File: src/rtl/vram_bus_arbiter.sv
// Memory bus arbiter: the CPU owns the bus by default and is halted to hand it to one of two DMA masters.
// Round-robin between the DMA ports; a burst cap plus a CPU cool-down keeps the CPU making progress.
//
//   state     | meaning
//   IDLE      | CPU owns the bus; counting down cool-down or looking for a request
//   HALT_WAIT | halt raised, waiting for the CPU to report the bus available
//   GRANT     | winner owns the bus; burst cycles counted
//   DEAD      | one masked cycle while ownership passes directly to the other DMA port
//   RELEASE   | one masked cycle while the bus returns to the CPU
module vram_bus_arbiter #(
    parameter int BURST_MAX = 64,
    parameter int CPU_MIN   = 4
) (
    input  logic        clk,
    input  logic        rst,
    input  logic [15:0] cpu_addr,
    input  logic        cpu_cs,
    input  logic        cpu_rw,
    output logic        cpu_halt,
    input  logic        cpu_ba,
    input  logic        req0,
    input  logic [15:0] addr0,
    input  logic        cs0,
    output logic        gnt0,
    input  logic        req1,
    input  logic [15:0] addr1,
    input  logic        cs1,
    output logic        gnt1,
    output logic [15:0] mem_addr,
    output logic        mem_cs,
    output logic        mem_rw,
    output logic        busy
);

    typedef enum logic [2:0] {
        IDLE      = 3'd0,
        HALT_WAIT = 3'd1,
        GRANT     = 3'd2,
        DEAD      = 3'd3,
        RELEASE   = 3'd4
    } state_t;

    localparam logic [7:0] BURST_LAST = 8'(BURST_MAX - 1);
    localparam logic [7:0] COOL_LOAD  = 8'(CPU_MIN);

    state_t     state_q, state_d;
    logic       cpu_halt_q, cpu_halt_d;
    logic       gnt0_q, gnt0_d;
    logic       gnt1_q, gnt1_d;
    logic       winner_q, winner_d;
    logic       rr_ptr_q, rr_ptr_d;
    logic [7:0] burst_cnt_q, burst_cnt_d;
    logic [7:0] cool_cnt_q, cool_cnt_d;
    logic [1:0] req;

    assign req = {req1, req0};

    always_comb begin
        state_d     = state_q;
        cpu_halt_d  = cpu_halt_q;
        gnt0_d      = gnt0_q;
        gnt1_d      = gnt1_q;
        winner_d    = winner_q;
        rr_ptr_d    = rr_ptr_q;
        burst_cnt_d = burst_cnt_q;
        cool_cnt_d  = cool_cnt_q;

        case (state_q)
            IDLE: begin
                if (cool_cnt_q != 8'd0) begin
                    cool_cnt_d = cool_cnt_q - 8'd1;
                end else if (|req) begin
                    // On a tie the port that was not granted last wins.
                    winner_d   = (&req) ? ~rr_ptr_q : req[1];
                    cpu_halt_d = 1'b1;
                    state_d    = HALT_WAIT;
                end
            end
            HALT_WAIT: begin
                if (!req[winner_q]) begin
                    cpu_halt_d = 1'b0;
                    state_d    = IDLE;
                end else if (cpu_ba) begin
                    gnt0_d      = ~winner_q;
                    gnt1_d      = winner_q;
                    rr_ptr_d    = winner_q;
                    burst_cnt_d = 8'd0;
                    state_d     = GRANT;
                end
            end
            GRANT: begin
                burst_cnt_d = burst_cnt_q + 8'd1;
                if (!req[winner_q]) begin
                    gnt0_d = 1'b0;
                    gnt1_d = 1'b0;
                    if (req[~winner_q]) begin
                        winner_d = ~winner_q;
                        state_d  = DEAD;
                    end else begin
                        cpu_halt_d = 1'b0;
                        state_d    = RELEASE;
                    end
                end else if (burst_cnt_q == BURST_LAST) begin
                    gnt0_d     = 1'b0;
                    gnt1_d     = 1'b0;
                    cpu_halt_d = 1'b0;
                    state_d    = RELEASE;
                end
            end
            DEAD: begin
                if (req[winner_q]) begin
                    gnt0_d      = ~winner_q;
                    gnt1_d      = winner_q;
                    rr_ptr_d    = winner_q;
                    burst_cnt_d = 8'd0;
                    state_d     = GRANT;
                end else begin
                    cpu_halt_d = 1'b0;
                    state_d    = RELEASE;
                end
            end
            RELEASE: begin
                cool_cnt_d = COOL_LOAD;
                state_d    = IDLE;
            end
            default: begin
                state_d = IDLE;
            end
        endcase
    end

    always_ff @(posedge clk or posedge rst) begin
        if (rst) begin
            state_q     <= IDLE;
            cpu_halt_q  <= 1'b0;
            gnt0_q      <= 1'b0;
            gnt1_q      <= 1'b0;
            winner_q    <= 1'b0;
            rr_ptr_q    <= 1'b1;
            burst_cnt_q <= 8'd0;
            cool_cnt_q  <= 8'd0;
        end else begin
            state_q     <= state_d;
            cpu_halt_q  <= cpu_halt_d;
            gnt0_q      <= gnt0_d;
            gnt1_q      <= gnt1_d;
            winner_q    <= winner_d;
            rr_ptr_q    <= rr_ptr_d;
            burst_cnt_q <= burst_cnt_d;
            cool_cnt_q  <= cool_cnt_d;
        end
    end

    // DMA masters only read; hand-over cycles keep the bus deselected.
    always_comb begin
        mem_addr = cpu_addr;
        mem_cs   = cpu_cs;
        mem_rw   = cpu_rw;
        if (gnt0_q) begin
            mem_addr = addr0;
            mem_cs   = cs0 & gnt0_q;
            mem_rw   = 1'b1;
        end else if (gnt1_q) begin
            mem_addr = addr1;
            mem_cs   = cs1 & gnt1_q;
            mem_rw   = 1'b1;
        end else if (state_q == DEAD || state_q == RELEASE) begin
            mem_cs = 1'b0;
            mem_rw = 1'b1;
        end
    end

    assign cpu_halt = cpu_halt_q;
    assign gnt0     = gnt0_q;
    assign gnt1     = gnt1_q;
    assign busy     = (state_q != IDLE);

endmodule
File: config.mk
export PLATFORM = sky130hd
export DESIGN_NAME = vram_bus_arbiter
export DESIGN_NICKNAME = d
export VERILOG_FILES = /design/src/rtl/vram_bus_arbiter.sv
export SDC_FILE = /design/constraint.sdc
export NUM_CORES = 1
export LEC_CHECK = 0
export ABC_AREA = 1
export CORE_MARGIN = 2
export CORE_UTILIZATION = 50
export DETAILED_ROUTE_END_ITERATION = 12
export DONT_BUFFER_PORTS = 1
export GPL_TIMING_DRIVEN = 0
export PLACE_DENSITY_LB_ADDON = 0.2
export SLEW_MARGIN = 20
export SYNTH_ARGS = -nofsm -noshare
export SYNTH_HDL_FRONTEND = slang
export SYNTH_SLANG_ARGS = --single-unit
File: constraint.sdc
create_clock -name clk -period 2.2 [get_ports clk]
set_input_delay 0.11 -clock clk [delete_from_list [all_inputs] [get_ports clk]]
set_output_delay 0.11 -clock clk [all_outputs]
set_load 0.01 [all_outputs]
# Word-level counts from Yosys, hierarchy flattened
# Cells that the tools add are included.
[word_totals]
reg_bits = 24
in_bits = 57
output_inout_bits = 22
elab_cells = 102
[op_classes]
add_sub_neg = 2
order_cmp = 2
n_eq_ne = 17
n_mux = 50
bitwise_logic = 4
n_reduce_logical = 19
[ops]
columns = ["operator", "count"]
rows = [
  ["16-bit two-way mux", 2],
  ["8-bit two-way mux", 4],
  ["1-bit two-way mux", 28],
  ["3-bit two-way mux", 8],
  ["8-bit one-hot mux with 3 select lines", 1],
  ["2-bit != test, second input constant", 9],
  ["8-bit one-hot mux with 2 select lines", 1],
  ["3-bit one-hot mux with 4 select lines", 1],
  ["4-bit AND reduction", 3],
  ["5-bit AND reduction", 2],
  ["3-bit != test, second input constant", 3],
  ["1-bit one-hot mux with 3 select lines", 3],
  ["3-bit nonzero test", 3],
  ["8-bit by 1-bit adder with 8-bit output, second input constant", 1],
  ["8-bit by 6-bit equality test with 1-bit output, second input constant", 1],
  ["8-bit nonzero test", 1],
  ["8-bit by 1-bit subtractor with 8-bit output, second input constant", 1],
  ["3-bit by 2-bit equality test with 1-bit output, second input constant", 2],
  ["6-bit AND reduction", 1],
  ["2-bit nonzero test", 3],
  ["1-bit by 2-bit < comparator with 1-bit output, second input constant", 2],
  ["1-bit one-hot mux with 2 select lines", 2],
  ["2-bit AND reduction", 2],
  ["2-bit OR reduction", 2],
  ["6 further kinds", 8],
]

# Depth between registers and ports, before layout
[depth]
word_depth = 6
depth_mapped = 9
depth_no_buf = 9

# Worst setup path after synthesis
# OpenSTA, ideal clock, no wires.
[synth_path]
path_type = "reg2out"
startpoint = "reg gnt1_q, in the netlist gnt1"
endpoint = "out mem_addr[10]"
arrival_ns = 1.285
required_time_ns = 2.090
setup_slack_ns = 0.805
stages_incl_launch_ff = 5
cell_sequence = "dfrtp_1 -> clkbuf_1 -> clkbuf_1 -> a21oi_1 -> a21oi_1"
[synth_via]
elab_chain_cells = 2
[synth_lines]
columns = ["element", "line_no", "rtl"]
rows = [
  ["start, declared", "49", "logic gnt1_q, gnt1_d;"],
  ["start signal, assigned", "146", "gnt1_q <= gnt1_d;"],
  ["16-bit two-way mux", "163", "end else if (gnt1_q) begin"],
  ["16-bit two-way mux", "159", "if (gnt0_q) begin"],
  ["end, declared", "29", "output logic [15:0] mem_addr,"],
]
# No other way between the ends.

# Final worst setup path
[layout_path]
startpoint = "reg gnt1_q, in the netlist gnt1"
endpoint = "out mem_addr[13]"
# The elaborated chain is that of the path after synthesis.

==> qor.csv <==
metric;value;unit
fin_hold_ws;49.40;ps
synth_edf_count;0;
min_period_over_period;0.8839;
synth.net_count;352;
die_x;64.61;um
cts_tree;yes;
synthArstFlopShare;1.000;
combPwrFrac;0.602;
crit_buf_inv;2;
row_count;22;
die_area;4174;um^2
syn2layout_area_growth;7.698;%
yosys_warnings;0;
vdd_drop_max;0.9201;mV
crit_path_max_incr_delay;430;ps
grt_max_degree;25;
finish.utilization;0.5486;
clockBufferDepth;2;
die_h;64.61;um
worst_pin_slew;885.4;ps
cts-root-buf;clkbuf_8;
worst_path_max_delay_cell;dfrtp_1;
critPathKind;flip-flop to primary output;
hold_violations;0;
wl_per_cell;12.34;um
io_pins;79;
synth_area;1837;um^2
initial_core_util;0.5094;
hold_path_class;primary input to flip-flop;
end_kind;primary output;
cts_setup_buffers;0;
status;finished clean;
ys.flop_type;dfrtp_1;
maxCapViolCount;0;
antenna_found_initial;0;
synth_top_area_cell;dfrtp_1;
setup_viol;0;
p_sw_frac;0.5254;
cp-start-kind;flip-flop;
slew_viol_final;0;
grt_overflow;0;
power_frac_seq;0.264;
synth.distinct_cells;28;
worstHoldPathCells;3;
cp.required;2090;ps
place_congestion;0.8994;
power.leakage;0.9836;nW
initialDrtViolationCount;115;
dp_hpwl;3230;um
ys_ff_latch;24;
num_vias;1844;
syn_inst;292;
met2_length;1977;um
skew;12.89;ps
clock_latency;280;ps
cts_buffers;3;
wl_met1;2064;um
wirelength;4256;um
dr_wl_met3;195;um
grt_use_total;0.1957;
routed.top_layer;met4;
critPathTopFamily;buffers and inverters;
critical_path.max_fanout;10;
crit_arrival;1830;ps
rsz0062_at_grt;no;
via_per_inst;5.345;
tns;0;ps
p_int;1.383;mW
cp.depth;4;
fmaxAchievable;514.3;MHz
cellPowerDensity;1474;nW/um^2
p_sw;1.532;mW
ant_nets;0;
htreeDepth;1;
drt_first_pass_iters;4;
setup_slack;255.5;ps
core;3606;um^2
fillers;360;
grt_pass1_wl;6403;um
nets;358;
ff2ff_path_depth;8;
antennaDiodeCount;0;
crit_chain;clkbuf_1 > clkbuf_1 > a21oi_1 > a21oi_1;
synth_area_leaders;dfrtp_1 (31%), nand2_1 (18%), a21oi_1 (10%);
cts.clk_slew.worst_paths;90;ps
ys_seq_area_frac;0.3277;
avgSynthCellArea;6.290;um^2
grt_pass1_vias;1426;
preCtsSetupSlack;560.6;ps
drc;0;
drive_gt1_frac;0.08754;
relSlewSlack;0.4061;
clock-sinks;24;
power_frac_clock;0.134;
io_buffers;0;
period_minus_slack;1945;ps
synth_top_cell_area_share;0.3134;
synth_most_common_cell;nand2_1;
synth_commonest_cells;nand2_1 (86), a21oi_1 (38), nor2_1 (36);
-- metrics by stage --
stage | instance area [um^2] | total power, mW | instances
detailed placement | 1897 | 2.519 | 340
floorplan | 1837 | 2.175 | 292
global route | 1978 | 3.205 | 345
global placement | 1897 | 2.499 | 340
CTS | 1978 | 2.923 | 345
finish | 1978 | 2.915 | 345
-- flip-flops by register name (all words and copies together) (netlist names) --
signal and cells:
burst_cnt_q 8, cool_cnt_q 8, state_q 3, cpu_halt 1
gnt0 1, gnt1 1, rr_ptr_q 1, winner_q 1
-- cell type report --
class,count,area [um^2],share of cell area
Buffer,6,22.52,0.01139
Clock buffer,3,41.29,0.02087
Clock inverter,1,30.03,0.01518
Inverter,33,123.9,0.06262
Multi-Input combinational cell,229,1089,0.5503
Sequential cell,24,601.8,0.3042
Tap cell,48,60.06,0.03036
Timing Repair Buffer,1,10.01,0.005060
-- worst paths after layout --
| kind | startpoint | slack [ps] | to |
|---|---|---|---|
| max in group asynchronous | rst | 1420 | cool_cnt_q[0] |
| min | cpu_ba | 50 | rr_ptr_q |
| min in group asynchronous | rst | 360 | burst_cnt_q[6] |
| max reg2reg | burst_cnt_q[0] | 680 | cpu_halt |
| min reg2reg | rr_ptr_q | 490 | rr_ptr_q |
| max | gnt1 | 260 | mem_addr[13] |
-- power by group through the flow --
stage                     registers [mW]  logic [mW]  clock network (mW)
after floorplan                    0.739        1.44                   0
after global placement             0.772        1.73                   0
after detailed placement           0.770        1.75                   0
after CTS                          0.767        1.75               0.405
after global routing               0.792        1.99               0.426
final                              0.770        1.76               0.390
-- kinds of logic after synthesis --
group	Yosys count	share of synthesized area
flip-flops	24	0.3277
XOR/XNOR	2	0.009539
adder cells (fa/ha/maj)	3	0.02044
AND/OR/NAND/NOR	168	0.4019
buffers and inverters	39	0.07970
AO/OA/AOI/OAI	56	0.1608
-- cells in the final DEF, fill, tap and decap left out, drive strengths merged, types with 3 or more instances in the layout --
cell type	n
nand4	4
nand3	27
clkinv	3
inv	30
nand2	90
o21ai	14
clkbuf	8
nor2	42
ha	3
a21oi	39
dfrtp	23
nor3	4
-- timing repair --
action	in CTS	in global routing
endpoints found under the hold margin	23	0
hold buffers	1	0
resized for setup	0	0
-- worst min-delay path: stages --
cell and delay (ps):
nor2_4 30, o21ai_0 140, nand2_1 50
-- metal layers --
layer,up-vias,GRT usage
met1,841,0.2859
met3,4,0.04167
met4,0,0.03191
met2,46,0.3034
li1,953,-
met5,-,0
Power figures use the tool's default switching activity.
